## src/rtl/ariane_pkg.sv

```systemverilog
// rtl/ariane_pkg.sv - shared types and constants for the write-back port arbiter
package ariane_pkg;

  localparam int unsigned XLEN           = 64;
  localparam int unsigned TRANS_ID_BITS  = 3;
  localparam int unsigned WB_ARB_MAX_REQ = 8;

  typedef struct packed {
    logic [XLEN-1:0] cause;
    logic [XLEN-1:0] tval;
    logic            valid;
  } exception_t;

  typedef struct packed {
    logic [TRANS_ID_BITS-1:0] trans_id;
    logic [XLEN-1:0]          data;
    exception_t               ex;
  } wb_req_t;

endpackage

```

## src/rtl/wb_rr_picker.sv

```systemverilog
// rtl/wb_rr_picker.sv - combinational one-hot round-robin select
// Grants the first set bit of valid_i searching upward from rr_i, wrapping modulo NR_REQ.
module wb_rr_picker #(
  parameter int unsigned NR_REQ = 3,
  localparam int unsigned PTR_W = $clog2(NR_REQ)
) (
  input  logic [NR_REQ-1:0] valid_i,
  input  logic [PTR_W-1:0]  rr_i,
  output logic [NR_REQ-1:0] grant_o
);

  logic [PTR_W:0]   sum;
  logic [PTR_W-1:0] idx;
  logic             found;

  always_comb begin
    grant_o = '0;
    found   = 1'b0;
    sum     = '0;
    idx     = '0;
    for (int k = 0; k < int'(NR_REQ); k++) begin
      sum = {1'b0, rr_i} + (PTR_W+1)'(k);
      if (sum >= (PTR_W+1)'(NR_REQ)) begin
        sum = sum - (PTR_W+1)'(NR_REQ);
      end
      idx = sum[PTR_W-1:0];
      if (!found && valid_i[idx]) begin
        grant_o[idx] = 1'b1;
        found        = 1'b1;
      end
    end
  end

endmodule

```

## src/rtl/wb_port_arbiter.sv

```systemverilog
// rtl/wb_port_arbiter.sv - shares one scoreboard write-back port among NR_REQ buffered units
// Optional conflict counter built when WB_PORT_ARBITER_PERF_EN is defined.
module wb_port_arbiter
  import ariane_pkg::*;
#(
  parameter int unsigned NR_REQ = 3,
  parameter int unsigned TID_W  = ariane_pkg::TRANS_ID_BITS,
  parameter int unsigned DATA_W = ariane_pkg::XLEN,
  localparam int unsigned PTR_W = $clog2(NR_REQ)
) (
  input  logic                                  clk_i,
  input  logic                                  rst_ni,
  input  logic                                  flush_i,
  input  logic [NR_REQ-1:0]                     req_valid_i,
  output logic [NR_REQ-1:0]                     req_ready_o,
  input  logic [NR_REQ*TID_W-1:0]               req_trans_id_i,
  input  logic [NR_REQ*DATA_W-1:0]              req_data_i,
  input  logic [NR_REQ*$bits(exception_t)-1:0]  req_ex_i,
  output logic                                  wb_valid_o,
  input  logic                                  wb_ready_i,
  output logic [TID_W-1:0]                      wb_trans_id_o,
  output logic [DATA_W-1:0]                     wb_data_o,
  output exception_t                            wb_ex_o,
  output logic [31:0]                           conflict_cnt_o
);

  localparam int unsigned EX_W = $bits(exception_t);

  typedef struct packed {
    logic [TID_W-1:0]  trans_id;
    logic [DATA_W-1:0] data;
    exception_t        ex;
  } entry_t;

  logic [NR_REQ-1:0] buf_valid_q, buf_valid_d;
  entry_t            buf_q [NR_REQ];
  entry_t            buf_d [NR_REQ];
  logic [PTR_W-1:0]  rr_q, rr_d;
  logic              lock_q, lock_d;
  logic [NR_REQ-1:0] lock_idx_q, lock_idx_d;
  entry_t            last_q, last_d;

  logic [NR_REQ-1:0] pick_grant;
  logic [NR_REQ-1:0] grant;
  logic [NR_REQ-1:0] pop;
  logic [NR_REQ-1:0] push;
  entry_t            sel;

  wb_rr_picker #(
    .NR_REQ (NR_REQ)
  ) u_picker (
    .valid_i (buf_valid_q),
    .rr_i    (rr_q),
    .grant_o (pick_grant)
  );

  // A stalled grant stays locked so the port sees a stable payload until it is taken.
  always_comb begin
    grant       = lock_q ? lock_idx_q : pick_grant;
    wb_valid_o  = |buf_valid_q;
    pop         = grant & {NR_REQ{wb_valid_o & wb_ready_i}};
    req_ready_o = flush_i ? '1 : (~buf_valid_q | pop);
    push        = req_valid_i & req_ready_o & ~{NR_REQ{flush_i}};
  end

  // Outputs come only from registered buffers; when idle they hold the last granted payload.
  always_comb begin
    sel = '0;
    for (int i = 0; i < int'(NR_REQ); i++) begin
      if (grant[i]) begin
        sel = buf_q[i];
      end
    end
    last_d        = wb_valid_o ? sel : last_q;
    wb_trans_id_o = last_d.trans_id;
    wb_data_o     = last_d.data;
    wb_ex_o       = last_d.ex;
  end

  always_comb begin
    buf_valid_d = buf_valid_q;
    for (int i = 0; i < int'(NR_REQ); i++) begin
      buf_d[i]       = buf_q[i];
      buf_valid_d[i] = push[i] | (buf_valid_q[i] & ~pop[i]);
      if (push[i]) begin
        buf_d[i].trans_id = req_trans_id_i[i*TID_W +: TID_W];
        buf_d[i].data     = req_data_i[i*DATA_W +: DATA_W];
        buf_d[i].ex       = req_ex_i[i*EX_W +: EX_W];
      end
    end
    if (flush_i) begin
      buf_valid_d = '0;
    end
  end

  always_comb begin
    rr_d       = rr_q;
    lock_d     = lock_q;
    lock_idx_d = lock_idx_q;
    for (int i = 0; i < int'(NR_REQ); i++) begin
      if (pop[i]) begin
        rr_d = (i == int'(NR_REQ) - 1) ? '0 : PTR_W'(i + 1);
      end
    end
    if (|pop) begin
      lock_d = 1'b0;
    end else if (wb_valid_o && !wb_ready_i) begin
      lock_d     = 1'b1;
      lock_idx_d = grant;
    end
    if (flush_i) begin
      lock_d = 1'b0;
    end
  end

  always_ff @(posedge clk_i or negedge rst_ni) begin
    if (!rst_ni) begin
      buf_valid_q <= '0;
      rr_q        <= '0;
      lock_q      <= 1'b0;
      lock_idx_q  <= '0;
      last_q      <= '0;
      for (int i = 0; i < int'(NR_REQ); i++) begin
        buf_q[i] <= '0;
      end
    end else begin
      buf_valid_q <= buf_valid_d;
      rr_q        <= rr_d;
      lock_q      <= lock_d;
      lock_idx_q  <= lock_idx_d;
      last_q      <= last_d;
      for (int i = 0; i < int'(NR_REQ); i++) begin
        buf_q[i] <= buf_d[i];
      end
    end
  end

`ifdef WB_PORT_ARBITER_PERF_EN
  logic [31:0] conflict_q, conflict_d;
  logic [3:0]  n_valid;

  always_comb begin
    n_valid = '0;
    for (int i = 0; i < int'(NR_REQ); i++) begin
      n_valid = n_valid + 4'(buf_valid_q[i]);
    end
    conflict_d = conflict_q;
    if (n_valid >= 4'd2 && conflict_q != 32'hFFFF_FFFF) begin
      conflict_d = conflict_q + 32'd1;
    end
  end

  always_ff @(posedge clk_i or negedge rst_ni) begin
    if (!rst_ni) begin
      conflict_q <= '0;
    end else begin
      conflict_q <= conflict_d;
    end
  end

  assign conflict_cnt_o = conflict_q;
`else
  assign conflict_cnt_o = '0;
`endif

endmodule

```

## config.mk

```make
export PLATFORM = sky130hd
export DESIGN_NAME = wb_port_arbiter
export DESIGN_NICKNAME = d
export VERILOG_FILES = /design/src/rtl/ariane_pkg.sv /design/src/rtl/wb_rr_picker.sv /design/src/rtl/wb_port_arbiter.sv
export SDC_FILE = /design/constraint.sdc
export NUM_CORES = 1
export LEC_CHECK = 0
export CORE_ASPECT_RATIO = 0.5
export CORE_MARGIN = 8
export CORE_UTILIZATION = 40
export CTS_CLUSTER_SIZE = 12
export DETAILED_ROUTE_END_ITERATION = 10
export GPL_TIMING_DRIVEN = 0
export PLACE_DENSITY = 0.68
export SLEW_MARGIN = 5
export SYNTH_ARGS = -nofsm -noshare
export SYNTH_HDL_FRONTEND = slang
export SYNTH_SLANG_ARGS = --single-unit
```

## constraint.sdc

```tcl
create_clock -name clk_i -period 3.05 [get_ports clk_i]
set_input_delay 0.305 -clock clk_i [delete_from_list [all_inputs] [get_ports clk_i]]
set_output_delay 0.305 -clock clk_i [all_outputs]
set_load 0.01 [all_outputs]
```

# After elaboration in Yosys (flattened, before gate mapping)
# Cells that the tools add are included.
dict set report classes {
  magnitude_cmp 9
  multipliers 0
  shift 0
  mux 33
  n_div 0
  n_eq_ne 0
  reduce_logical 14
  add_sub_neg 5
  bitwise_logic 19
}
# op n
set op_table {}
lappend op_table {{$mux 196} 4}
lappend op_table {{$mux 3} 6}
lappend op_table {{$mux 2} 6}
lappend op_table {{$mux 1} 11}
lappend op_table {{$and 3x3->3} 3}
lappend op_table {{$lt 2x3->1 const B} 3}
lappend op_table {{$or 3x3->3} 3}
lappend op_table {{$bmux 1 s2} 3}
lappend op_table {{$demux 1 s2} 3}
lappend op_table {{$ge 2x1->1 const B} 3}
lappend op_table {{$ge 3x2->1 const B} 2}
lappend op_table {{$logic_and 1x1->1} 6}
lappend op_table {{$not 3->3} 2}
lappend op_table {{$reduce_bool 3->1} 2}
lappend op_table {{$reduce_or 3->1} 2}
lappend op_table {{$sub 2x2->2 const B} 3}
lappend op_table {{$and 1x1->1} 4}
lappend op_table {{$not 1->1} 4}
lappend op_table {{$add 2x1->3 const B} 1}
lappend op_table {{$add 2x2->3 const B} 1}
lappend op_table {{$logic_not 1->1} 3}
lappend op_table {{$or 1x1->1} 3}
lappend op_table {{$ge 2x2->1 const B} 1}
lappend op_table {{$reduce_and 2->1} 1}
dict set report totals {
  latchBits 0
  rom_bits 0
  reg_bits 793
  ram_bits 0
  input_bits 595
  word_cells 104
  output_inout_bits 232
  memories 0
}

# Logic depth before layout (Yosys ltp)
# Gate-level depths: netlist of the first run.
dict set report logic_depth {
  ltp_word 19
  ltp_mapped 11
  ltp_nobuf 8
}

# By module
# A second synthesis of the first run with hierarchy kept.
dict set report hier_totals {
  cells_unflattened 3099
  hier_area_um2 34994.8
}
# module instances area_per_inst_um2 seq_area_each_um2 cells_per_inst
set by_module_without_submodules {}
lappend by_module_without_submodules {wb_port_arbiter 1 34728.3 19844.0 3065}
lappend by_module_without_submodules {wb_rr_picker 1 266.5 0.0 34}

# Worst setup path after synthesis of the first run
# Ideal clock, no wire load.
dict set report synth_path {
  path_type {register -> output}
  from {reg rr_q[0]}
  to {out wb_data_o[36]}
  setup_slack_ns 0.054
  path_buffers 3
  path_stages_with_launch 12
  required_time_ns 2.745
  arrival_ns 2.691
  cell_sequence {dfrtp_1 > inv_1 > ha_1 > nor2b_1 > a311o_1 > a221oi_1 > or2_2 > buf_2 > buf_2 > clkbuf_1 > nand4_1 > a31oi_1}
}
dict set report synth_between {
  elab_chain_cells 16
  word_cells_on_any_way 48
  cone_classes {5 x add/sub; 9 x order compare; 25 x mux; 2 x bitwise; 7 x reduce/logical}
}
# item line_no
set synth_rtl {}
lappend synth_rtl {{start: declaration} wb_port_arbiter.sv:38} ;# logic [PTR_W-1:0] rr_q, rr_d;
lappend synth_rtl {{start signal: assignment} wb_port_arbiter.sv:128} ;# rr_q <= rr_d;
lappend synth_rtl {{$add 2x1->3 (tied with other cells)} wb_rr_picker.sv:22} ;# sum = {1'b0, rr_i} + (PTR_W+1)'(k);
lappend synth_rtl {{$ge 3x2->1 (tied with other cells)} wb_rr_picker.sv:23} ;# if (sum >= (PTR_W+1)'(NR_REQ)) begin
lappend synth_rtl {{$mux 2 (tied with other cells)} wb_rr_picker.sv:23}
lappend synth_rtl {{$lt 2x3->1 (implied by the code) (tied with other cells)} wb_rr_picker.sv:28} ;# grant_o[idx] = 1'b1;
lappend synth_rtl {{$logic_and 1x1->1 (implied by the code) (tied with other cells)} wb_rr_picker.sv:28}
lappend synth_rtl {{$mux 1 (implied by the code) (tied with other cells)} wb_rr_picker.sv:28}
lappend synth_rtl {{$demux 1 s2 (tied with other cells)} -}
lappend synth_rtl {{$or 3x3->3 (no source line) / $mux 1 (equally long branches)} -}
lappend synth_rtl {{$mux 3 / $logic_not 1->1 (equally long branches)} wb_rr_picker.sv:27} ;# if (!found && valid_i[idx]) begin
lappend synth_rtl {{$or 3x3->3 (no source line) / $logic_and 1x1->1 (equally long branches)} -}
lappend synth_rtl {{$mux 3 *} wb_rr_picker.sv:27}
lappend synth_rtl {{$mux 3 *} wb_port_arbiter.sv:59} ;# grant = lock_q ? lock_idx_q : pick_grant;
lappend synth_rtl {{$mux 196 (2 in a row)} wb_port_arbiter.sv:70} ;# if (grant[i]) begin
lappend synth_rtl {{$mux 196 *} wb_port_arbiter.sv:70}
lappend synth_rtl {{$mux 196 *} wb_port_arbiter.sv:74} ;# last_d = wb_valid_o ? sel : last_q;
lappend synth_rtl {{end: declaration} wb_port_arbiter.sv:22} ;# output logic [DATA_W-1:0] wb_data_o,
# Every way passes the cells marked *; elsewhere a longest branch is shown, timed or not. The select of a mux whose other input is x is not followed.

# Worst setup path after layout of the first run
dict set report layout_path {
  from {reg rr_q[1]}
  to {out wb_data_o[16]}
}
# Same word-level chain as after synthesis.

==> impl_results.md, run 1 <==
* Status: finished, violations left
* Failing checks: negative setup slack
* Multi-input logic area at approximately 14000 sq um
* Ratio of cells with drive above 1 in the final layout at roughly a third
* I/O pin count at a little over 800
* Vias in the first global route at 29597
* Post-DRT Antenna Nets at 0
* Commonest non-fill, non-tap cell in the layout: dfrtp_1
* Power density over the cells at slightly below 1000 nW/um^2
* Pin count of the biggest net entering global routing at roughly 120
* Filler cell count in the final layout at 6692
* Setup ws final at -0.9356 ns
* Final setup fails at ~640
* Setup TNS at -297.18 ns
* Initial core utilization at between 40% and 50%
* Cell row count at 75
* Vias/cell at ~5.6
* Worst path max stage delay at around 0.46 ns
* GP Congestion at just over 0.9
* Grt ovf at 0
* Area added between synthesis and finish at 47.29%
* Final-report hold violation count at 0
* Final WL at around 140000 um
* Die width at between 400 and 500 um
* VDD IR max at between 400 and 500 uV
* CP arrival at 3.68 ns
* Post-Syn Area at about 34000 sq um
* Pre-CTS WS at -2.326 ns
* Skew-Pair Late Insertion Delay at 0.67 ns
* Crit-path most repeated cell: buf_6
* Mean post-synth cell area at approximately 12 sq um
* Slowest CP cell: dfrtp_2
* Die height at 220.8 um
* Yosys cell types at 39
* FMAX at approximately 250 MHz
* Core Area at 83420 sq um
* Min-delay worst type: in2reg
* Post-synthesis sequential area ratio at between 50% and 60%
* Worst Tran Pin Value at 0.9537 ns
* DR iter-0 viols at around 2100
* CTS clk-pin slew, worst paths at around 0.07 ns
* CP required at 2.74 ns
* Max_slew headroom at 36.42%
* Clock buffer depth at 3
* Tot Pwr at 48.30 mW
* Setup crit end kind: output pin
* Leak at ~20 nW
* Root buffer cell: clkbuf_16
* Crit start category: flip-flop
* GRT Total Usage at 28.39%
* Hpwl dp at around 100000 um
* Crit Path Class: reg2out
* Post-route DRC at 0
* Layout Nets at roughly 4400
* Fin Hold WS at 0.07182 ns
* IO buf count at just under 800
* Final period util at 130.7%
* Cells along the critical path: buf_6, ha_4, nor3b_2, a311o_1, a221oi_4, or2_4, buf_12, clkbuf_16, buf_8, buf_8, buf_6, nand4_1, a31oi_4, buf_6
* First-pass GRT wire length at 199800 um
* Max-slew violation count at 0
* RSZ-0062 raised after global routing: yes
* Number of synthesized register bits at a little under 800
* CTS tree: done
* Initial antenna violation count at 110
* Crit path buf inv count at 7
* Register area at between 15000 and 20000 sq um
* Vias after detailed routing at ~28000
* Gate Count Post-Synth at between 2000 and 3000
* Most frequent cells in the layout: dfrtp_1, clkdlybuf4s50_1, mux2_2
* Post-Layout Inst Area at 49430 sq um
* Dpl cell area at around 43000 sq um
* Wire length per cell at 27.78 um
* Drt pass-1 iters at 5
* Cts bufs inserted at a little under 80
* Critical Path Fanout Max at 8
* Clock skew at approximately 0.028 ns
* CP top delay family: compound AO/OA/AOI/OAI gates
* H-tree level count at 3
* DIE AREA at about 94000 sq um
* Final min period at ~4.0 ns
* # clock sinks at around 790
* MaxCap Viol Count at 0
* Synth Warn # at 0
-- logic make-up (layout without fill, tap and decap cells) --
kind of cell | count (synthesis) | count (layout) | synth area share [%]
buffers and inverters | 279 | 1345 | 4.217
AOI/OAI and AO/OA | 414 | 414 | 7.058
adders and majority gates | 4 | 4 | 0.1491
other | 1 | 141 | 0.01117
DFF | 793 | 793 | 59.13
and+or+nand+nor | 625 | 625 | 9.444
muxes | 596 | 596 | 19.99
-- stage by stage --
step / utilization (%) / cells
after floorplan: - / 2743
after global placement: 51.55 / 4652
after detailed placement: 51.79 / 4659
after CTS: 57.80 / 4880
after global routing: 59.24 / 5031
final: 59.25 / 5034
-- cells in the mapped netlist --
master / instances / share of area (%)
a21o_1: 1 / 0.022
a21oi_1: 201 / 3.0
a21oi_4: 1 / 0.048
a221oi_1: 2 / 0.052
a311o_1: 1 / 0.030
a31o_2: 1 / 0.026
a31oi_1: 198 / 3.7
and3_1: 1 / 0.019
buf_1: 8 / 0.089
buf_2: 75 / 1.1
buf_4: 33 / 0.74
buf_6: 5 / 0.17
buf_8: 10 / 0.45
clkbuf_1: 142 / 1.6
conb_1: 1 / 0.011
dfrtp_1: 793 / 59
ha_1: 4 / 0.15
inv_1: 6 / 0.067
mux2_1: 140 / 4.7
mux2_2: 452 / 15
mux2i_1: 4 / 0.12
nand2_1: 3 / 0.034
nand2b_1: 5 / 0.093
nand3_1: 197 / 2.9
nand3b_1: 4 / 0.089
nand4_1: 196 / 3.7
nand4bb_1: 1 / 0.034
nor2_1: 204 / 2.3
nor2b_1: 4 / 0.075
nor3_1: 1 / 0.015
nor3b_1: 1 / 0.022
nor3b_2: 1 / 0.037
o211a_1: 2 / 0.060
o21ai_0: 3 / 0.045
o21ai_1: 1 / 0.015
o2bb2ai_1: 1 / 0.026
o31ai_1: 2 / 0.045
or2_2: 5 / 0.093
or4b_1: 2 / 0.060
-- per-layer routing --
layer	track usage, %	wire, um	vias up
met5	0	44	-
met3	7.742	10090	425
met1	33.61	52340	14522
li1	-	-	12141
met2	45.08	67570	1138
met4	19.44	9775	6
-- final timing paths --
check	to	startpoint	slack [ns]	depth (start not counted)
max	wb_data_o[16]	rr_q[1]	-0.94	14
max in group asynchronous	last_q[183]	rst_ni	1.18	4
max reg2reg	buf_q[272]	rr_q[1]	-0.68	11
min	buf_valid_q[0]	flush_i	0.07	2
min in group asynchronous	buf_q[314]	rst_ni	0.22	2
min reg2reg	buf_q[513]	buf_q[513]	0.49	1
-- sequential cells by signal (all words and copies together), names as in the netlist --
name         count
lock_q           1
buf_valid_q      3
rr_q             2
buf_q          588
lock_idx_q       3
last_q         196
-- repair_timing --
action,in CTS,in global routing
setup buffers,98,51
hold buffers,1,0
pin swaps,163,116
hold endpoints to repair,98,0
resized for setup,1265,290
cloned,17,6
setup endpoints to repair,988,819
-- area by class of cell --
class | instances | share of cell area (%)
buffer | 268 | 4.820
multi-input combinational | 1671 | 28.06
clock buffer | 97 | 4.238
antenna | 109 | 0.5518
inverter | 6 | 0.05569
clock inverter | 10 | 0.2304
timing repair buffer | 964 | 19.07
tap | 1116 | 2.825
sequential | 793 | 40.15
-- where the power goes --
group	internal [mW]	switching [mW]	total [mW]
clock network	4.82	4.21	9.03
registers	14.0	1.62	15.6
logic	11.1	12.6	23.7
total	29.9	18.4	48.3
Power figures use the tool's default switching activity.
==> inputs of run 2 (changes only) <==
--- a/config.mk
+++ b/config.mk
@@ -10,6 +10,7 @@
 export CORE_UTILIZATION = 40
 export CTS_CLUSTER_SIZE = 12
 export DETAILED_ROUTE_END_ITERATION = 10
+export GPL_ROUTABILITY_DRIVEN = 0
 export GPL_TIMING_DRIVEN = 0
 export PLACE_DENSITY = 0.68
 export SLEW_MARGIN = 5
==> run 2 against run 1 <==
The run still ends with negative setup slack left; worst hold slack gained 0.027 ns; die area is the same; global-route usage shrank 0.69 points; power shrank 5.0%; sequential power is essentially flat; maximum frequency grew 2.9%; cell area shrank 2.9%; via count shrank 1.2%; sequential share of layout area grew 1.2 points; sequential cell count is the same; largest cell class unchanged; highest routed layer unchanged.
==> impl_results.md, run 2 (synthesized netlist as in run 1, its figures left out) <==
* Status: finished, violations left
* Failing checks: negative setup slack
* Max_slew headroom at 24.51% (-12 points)
* RSZ-0062 raised after global routing: yes
* # clock sinks at 793 (unchanged)
* Max reg flops at 588 (unchanged)
* Cts bufs inserted at 78 (unchanged)
* Ratio of cells with drive above 1 in the final layout at 33.48% (-0.81 points)
* Cell row count at 75 (unchanged)
* VDD IR max at 513.2 uV (+7.6%)
* Clock skew at 0.02013 ns (-0.008009 ns)
* Met1 wire length at 51740 um (-1.1%)
* Final Core Density at 57.56% (-1.7 points)
* Clock buffer depth at 3 (unchanged)
* Power density over the cells at 955.5 nW/um^2 (-2.2%)
* Setup TNS at -325.59 ns (-28.40 ns)
* Root buffer cell: clkbuf_16
* Pin count of the biggest net entering global routing at 121 (+2.5%)
* CP arrival at 3.57 ns (-0.11 ns)
* Commonest non-fill, non-tap cell in the layout: dfrtp_1
* Met2 WL at 66480 um (-1.6%)
* Largest reg by FF count: buf_q
* Non-Filler Instances at 4921 (-2.2%)
* Hpwl dp at 100400 um (-0.24%)
* Leak at 19.67 nW (-3.7%)
* FMAX at 258.3 MHz (+2.9%)
* Vias in the first global route at 29124 (-1.6%)
* Layout Nets at 4284 (-2.2%)
* CTS clk-pin slew, worst paths at 0.06 ns (about the same)
* Fin Hold WS at 0.09882 ns (+0.02700 ns)
* Final setup fails at 788 (+24%)
* Setup ws final at -0.8218 ns (+0.1138 ns)
* Reg2Reg Launch Point: rr_q[1]
* Final min period at 3.872 ns (-0.1138 ns)
* Most frequent cells in the layout: dfrtp_1, clkdlybuf4s50_1, mux2_2
* Final WL at 136600 um (-2.3%)
* Wire length per cell at 27.77 um (about the same)
* Pre-CTS WS at -2.411 ns (-0.08477 ns)
* Crit path launch: rr_q[0]
* Placed cell count at 4659 (unchanged)
* Max-slew violation count at 0 (unchanged)
* Final period util at 126.9% (-3.7 points)
* Crit start category: flip-flop
* Post-DRT Antenna Nets at 0 (unchanged)
* Drt pass-1 iters at 5 (unchanged)
* Core Area at 83420 sq um (unchanged)
* Min-delay worst type: in2reg
* Area added between synthesis and finish at 43.09%
* Post-route DRC at 0 (unchanged)
* IO buf count at 793 (unchanged)
* Dpl cell area at 43210 sq um (unchanged)
* Final-report hold violation count at 0 (unchanged)
* Setup crit end kind: output pin
* GRT Total Usage at 27.70% (-0.69 points)
* CTS tree: done
* Die width at 425.6 um (unchanged)
* Grt ovf at 0 (unchanged)
* Vias/cell at 5.668 (+1.1%)
* DIE AREA at 93980 sq um (unchanged)
* I/O pin count at 827 (unchanged)
* Hold Crit Start: flush_i
* Initial antenna violation count at 101 (-8.2%)
* Biggest regs: buf_q: 588 flops, last_q: 196 flops
* First-pass GRT wire length at 195400 um (-2.2%)
* Worst Tran Pin Value at 1.132 ns (+0.1788 ns)
* Crit Path Class: reg2out
* Top Layer Used: met5
* Die height at 220.8 um (unchanged)
* Skew-Pair Late Insertion Delay at 0.68 ns (about the same)
* Metal3 WL at 8961 um (-11%)
* Critical Path Fanout Max at 10 (+2)
* Post-Layout Inst Area at 48020 sq um (-2.9%)
* Tot Pwr at 45.88 mW (-5.0%)
* H-tree level count at 3 (unchanged)
* DR iter-0 viols at 2202 (+6.2%)
* Vias after detailed routing at 27890 (-1.2%)
* Initial core utilization at 40.22% (unchanged)
* CP required at 2.74 ns (about the same)
* MaxCap Viol Count at 0 (unchanged)
[run 2: cell count changes in the layout (fill, tap and decap cells not counted), sizes merged]
cell,before,now
buf,457,364
dlygate4sd2,24,4
diode,109,95
clkbuf,245,251
clkdlybuf4s15,5,11
inv,8,10
clkinv,8,7
or2,5,6
[run 2: worst paths after layout]
path                            cells after the start  slack (ns)        endpoint
worst max-delay path                               11       -0.82     wb_ex_o[42]
worst min-delay path                                2         0.1  buf_valid_q[0]
worst max register to register                     10       -0.56       buf_q[87]
worst min register to register                      1        0.49      buf_q[552]
max in group asynchronous                           5        0.94       buf_q[21]
min in group asynchronous                           2        0.15      buf_q[314]
[run 2: layout make-up]
type | instances | area [sq um]
sequential | 793 | 19850
antenna | 95 | 237.7
tap | 1116 | 1396
buffer | 269 | 2140
clock buffer | 94 | 2082
multi-input combinational | 1672 | 13930
fill | 6936 | 35410
inverter | 6 | 25.02
clock inverter | 11 | 117.6
timing repair buffer | 865 | 8244
[run 2: timing repair]
action	in CTS	in global routing
hold buffers	1	0
endpoints found under the hold margin	50	0
setup endpoints to repair	988	789
gates resized for setup	1160	354
pin swaps	81	126
cloned	4	6
setup buffers	28	27
[run 2: metal layers]
| layer | vias to the layer above | GRT usage, % |
|---|---|---|
| li1 | 11881 | - |
| met1 | 14443 | 33.20 |
| met2 | 1170 | 44.46 |
| met3 | 390 | 6.683 |
| met4 | 6 | 18.37 |
| met5 | - | 0 |
[run 2: worst max-delay path, cell delays in order, from the launching register on]
cell and delay, ns:
dfrtp_2 0.42, buf_6 0.14, ha_4 0.18, mux2i_4 0.19, o211a_1 0.27, a221oi_4 0.40, buf_4 0.20, or2_4 0.22
clkbuf_8 0.20, nand4_1 0.16, a31oi_4 0.25, clkdlybuf4s15_2 0.28
[run 2: report_power, final]
part | total [mW] | internal, mW | switching (mW)
clock network | 9.02 | 4.80 | 4.22
logic | 21.3 | 9.30 | 12.0
registers | 15.6 | 14.0 | 1.61
total | 45.9 | 28.1 | 17.8
==> RTL change: new RTL, settings of run 2 <==
Add a define of `WB_PORT_ARBITER_PERF_EN`.
--- a/src/rtl/wb_port_arbiter.sv
+++ b/src/rtl/wb_port_arbiter.sv
@@ -1,5 +1,7 @@
 // rtl/wb_port_arbiter.sv - shares one scoreboard write-back port among NR_REQ buffered units
 // Optional conflict counter built when WB_PORT_ARBITER_PERF_EN is defined.
+`define WB_PORT_ARBITER_PERF_EN
+
 module wb_port_arbiter
   import ariane_pkg::*;
 #(
Function: changed (Yosys sat finds a counterexample within 4 cycles, from zero or initial values and one cycle with rst_ni low).
==> RTL change against run 2 <==
The run still ends with setup timing left. Synthesized cell count rose by 3.2%. Total power up 18%. Setup slack got worse by 0.093 ns. Sequential cell count grew 32. Design area rose by 5.3%. Cell count grew 3.1%. Critical endpoint is now wb_ex_o[36]. Routed wire length increased by 5.1%. Area after synthesis is 4.9% higher.
==> RTL change: results (changes against run 2) <==
stage,metric,value,unit,change
placed_design,I/O Buffers,826,,was 793
synth,ranking of synthesized cells by area,"dfrtp_1 (59%), mux2_2 (14%), mux2_1 (4.5%)",,"was dfrtp_1 (59%), mux2_2 (15%), mux2_1 (4.7%)"
global_routing,number of global-route vias before repair,29620,,was 29120
sta,worst slew pin tran,0.9940,ns,was 1.132 ns
routing,WL/cell,28.29,µm,was 27.77 µm
routing,met2 WL post-DR,69.11,mm,was 66.48 mm
global_routing,largest net degree at the start of global routing,114,,was 121
global_routing,initial antenna violation count,79,,was 101
clock_tree,Num CTS Buffers,81,,was 78
synth,Synth cell types,53,,was 39
finish,share of cells above drive strength 1,31.09,%,was 33.48%
synth,register area share after synthesis,58.68,%,was 59.13%
power_and_ir_drop,Static Leak,20.66,nW,was 19.67 nW
power_and_ir_drop,largest vdd supply drop,0.5253,mV,was 0.5132 mV
global_routing,met3 usage,7.272,%,was 6.683%
critical_path,worst-path fanout max,6,,was 10
routing,DRT Pass-1 Iters,7,,was 5
run_status,failing checks,setup timing,,unchanged
sta,final setup fails,790,,was 788
sta,Post-Route Skew,0.01788,ns,was 0.02013 ns
routing,Met1 Wirelength,55.96,mm,was 51.74 mm
routing,Iteration-0 DRC Markers,2388,,was 2202
critical_path,Critical Path AT,3.66,ns,was 3.57 ns
routing,DR vias,28410,,was 27890
run_status,outcome,"complete, but fails checks",,unchanged
sta,worst setup margin,-0.9152,ns,was -0.8218 ns
placed_design,DPL Wire Length,105.9,mm,was 100.4 mm
global_routing,GR Util met1,33.77,%,was 33.20%
power_and_ir_drop,Psw,21.40,mW,was 17.79 mW
==> RTL change: worst register-to-register path, cell delays in order, from the launching register on <==
cell	delay (ns)
dfrtp_2	0.42
inv_2	0.07
ha_4	0.34
mux2i_4	0.27
o311ai_1	0.15
or3_4	0.41
buf_4	0.15
a31oi_1	0.30
or3b_1	0.39
buf_2	0.43
buf_2	0.39
mux2_2	0.39
==> RTL change: how the worst min path moves through the flow <==
stage                              from             to  slack, ns  cells after the start
after CTS                  req_ex_i[71]     buf_q[463]       0.19                      2
after floorplan                  rst_ni       buf_q[0]      0.009                      0
after detailed placement         rst_ni     buf_q[201]       0.35                      1
final                     req_ex_i[113]     buf_q[505]       0.23                      2
after global routing       req_ex_i[52]     buf_q[444]       0.20                      2
after global placement    lock_idx_q[2]  lock_idx_q[2]       0.46                      2
==> RTL change: logic make-up (layout without fill, tap and decap cells) <==
family,Yosys count,count (layout),synth area share [%]
compound gates,428,428,9.630
xor+xnor,28,28,0.6970
flops,825,825,58.68
fa+ha+maj,6,6,0.2134
buf+inv,296,1307,3.787
other cells,0,78,0
mux,596,596,19.06
simple gates,621,621,7.941
==> RTL change: power groups by stage <==
| stage | sequential (mW) | combinational [mW] | clock (mW) |
|---|---|---|---|
| after floorplan | 16.4 | 10.9 | 0 |
| after global placement | 17.1 | 21.9 | 0 |
| after detailed placement | 17.1 | 22.2 | 0 |
| after CTS | 16.9 | 25.1 | 9.80 |
| after global routing | 17.4 | 28.8 | 10.3 |
| final | 17.0 | 27.5 | 9.66 |
==> RTL change: what timing repair did <==
action,CTS,global route
hold buffers,1,0
cloned,3,4
pin swaps,61,85
resized for setup,1266,301
endpoints found under the hold margin,70,0
setup endpoints to repair,989,857
setup buffers,37,26
==> RTL change: area by class of cell <==
type | instances | area, µm²
inverters | 79 | 296.5
flip-flops and latches | 825 | 20650
fillers | 7253 | 37200
well taps | 1185 | 1483
multi-input cells | 1679 | 15110
plain buffers | 212 | 1680
diodes | 78 | 195.2
clock buffers | 107 | 2300
repair buffers | 905 | 8782
clock inverters | 4 | 77.57
==> RTL change: metrics by stage <==
| stage | setup WS (ns) | util [%] | TNS [ns] | cell area (µm²) | cells |
|---|---|---|---|---|---|
| after floorplan | 0.008382 | - | 0 | 35200 | 2800 |
| after global placement | -35.81 | 51.21 | - | 44950 | 4811 |
| after CTS | -0.9503 | 56.26 | -447.45 | 49370 | 4969 |
| final | -0.9152 | 57.62 | -452.65 | 50570 | 5074 |
| after global routing | -1.054 | 57.60 | -554.30 | 50560 | 5068 |
| after detailed placement | -2.396 | 51.47 | -877.80 | 45180 | 4819 |
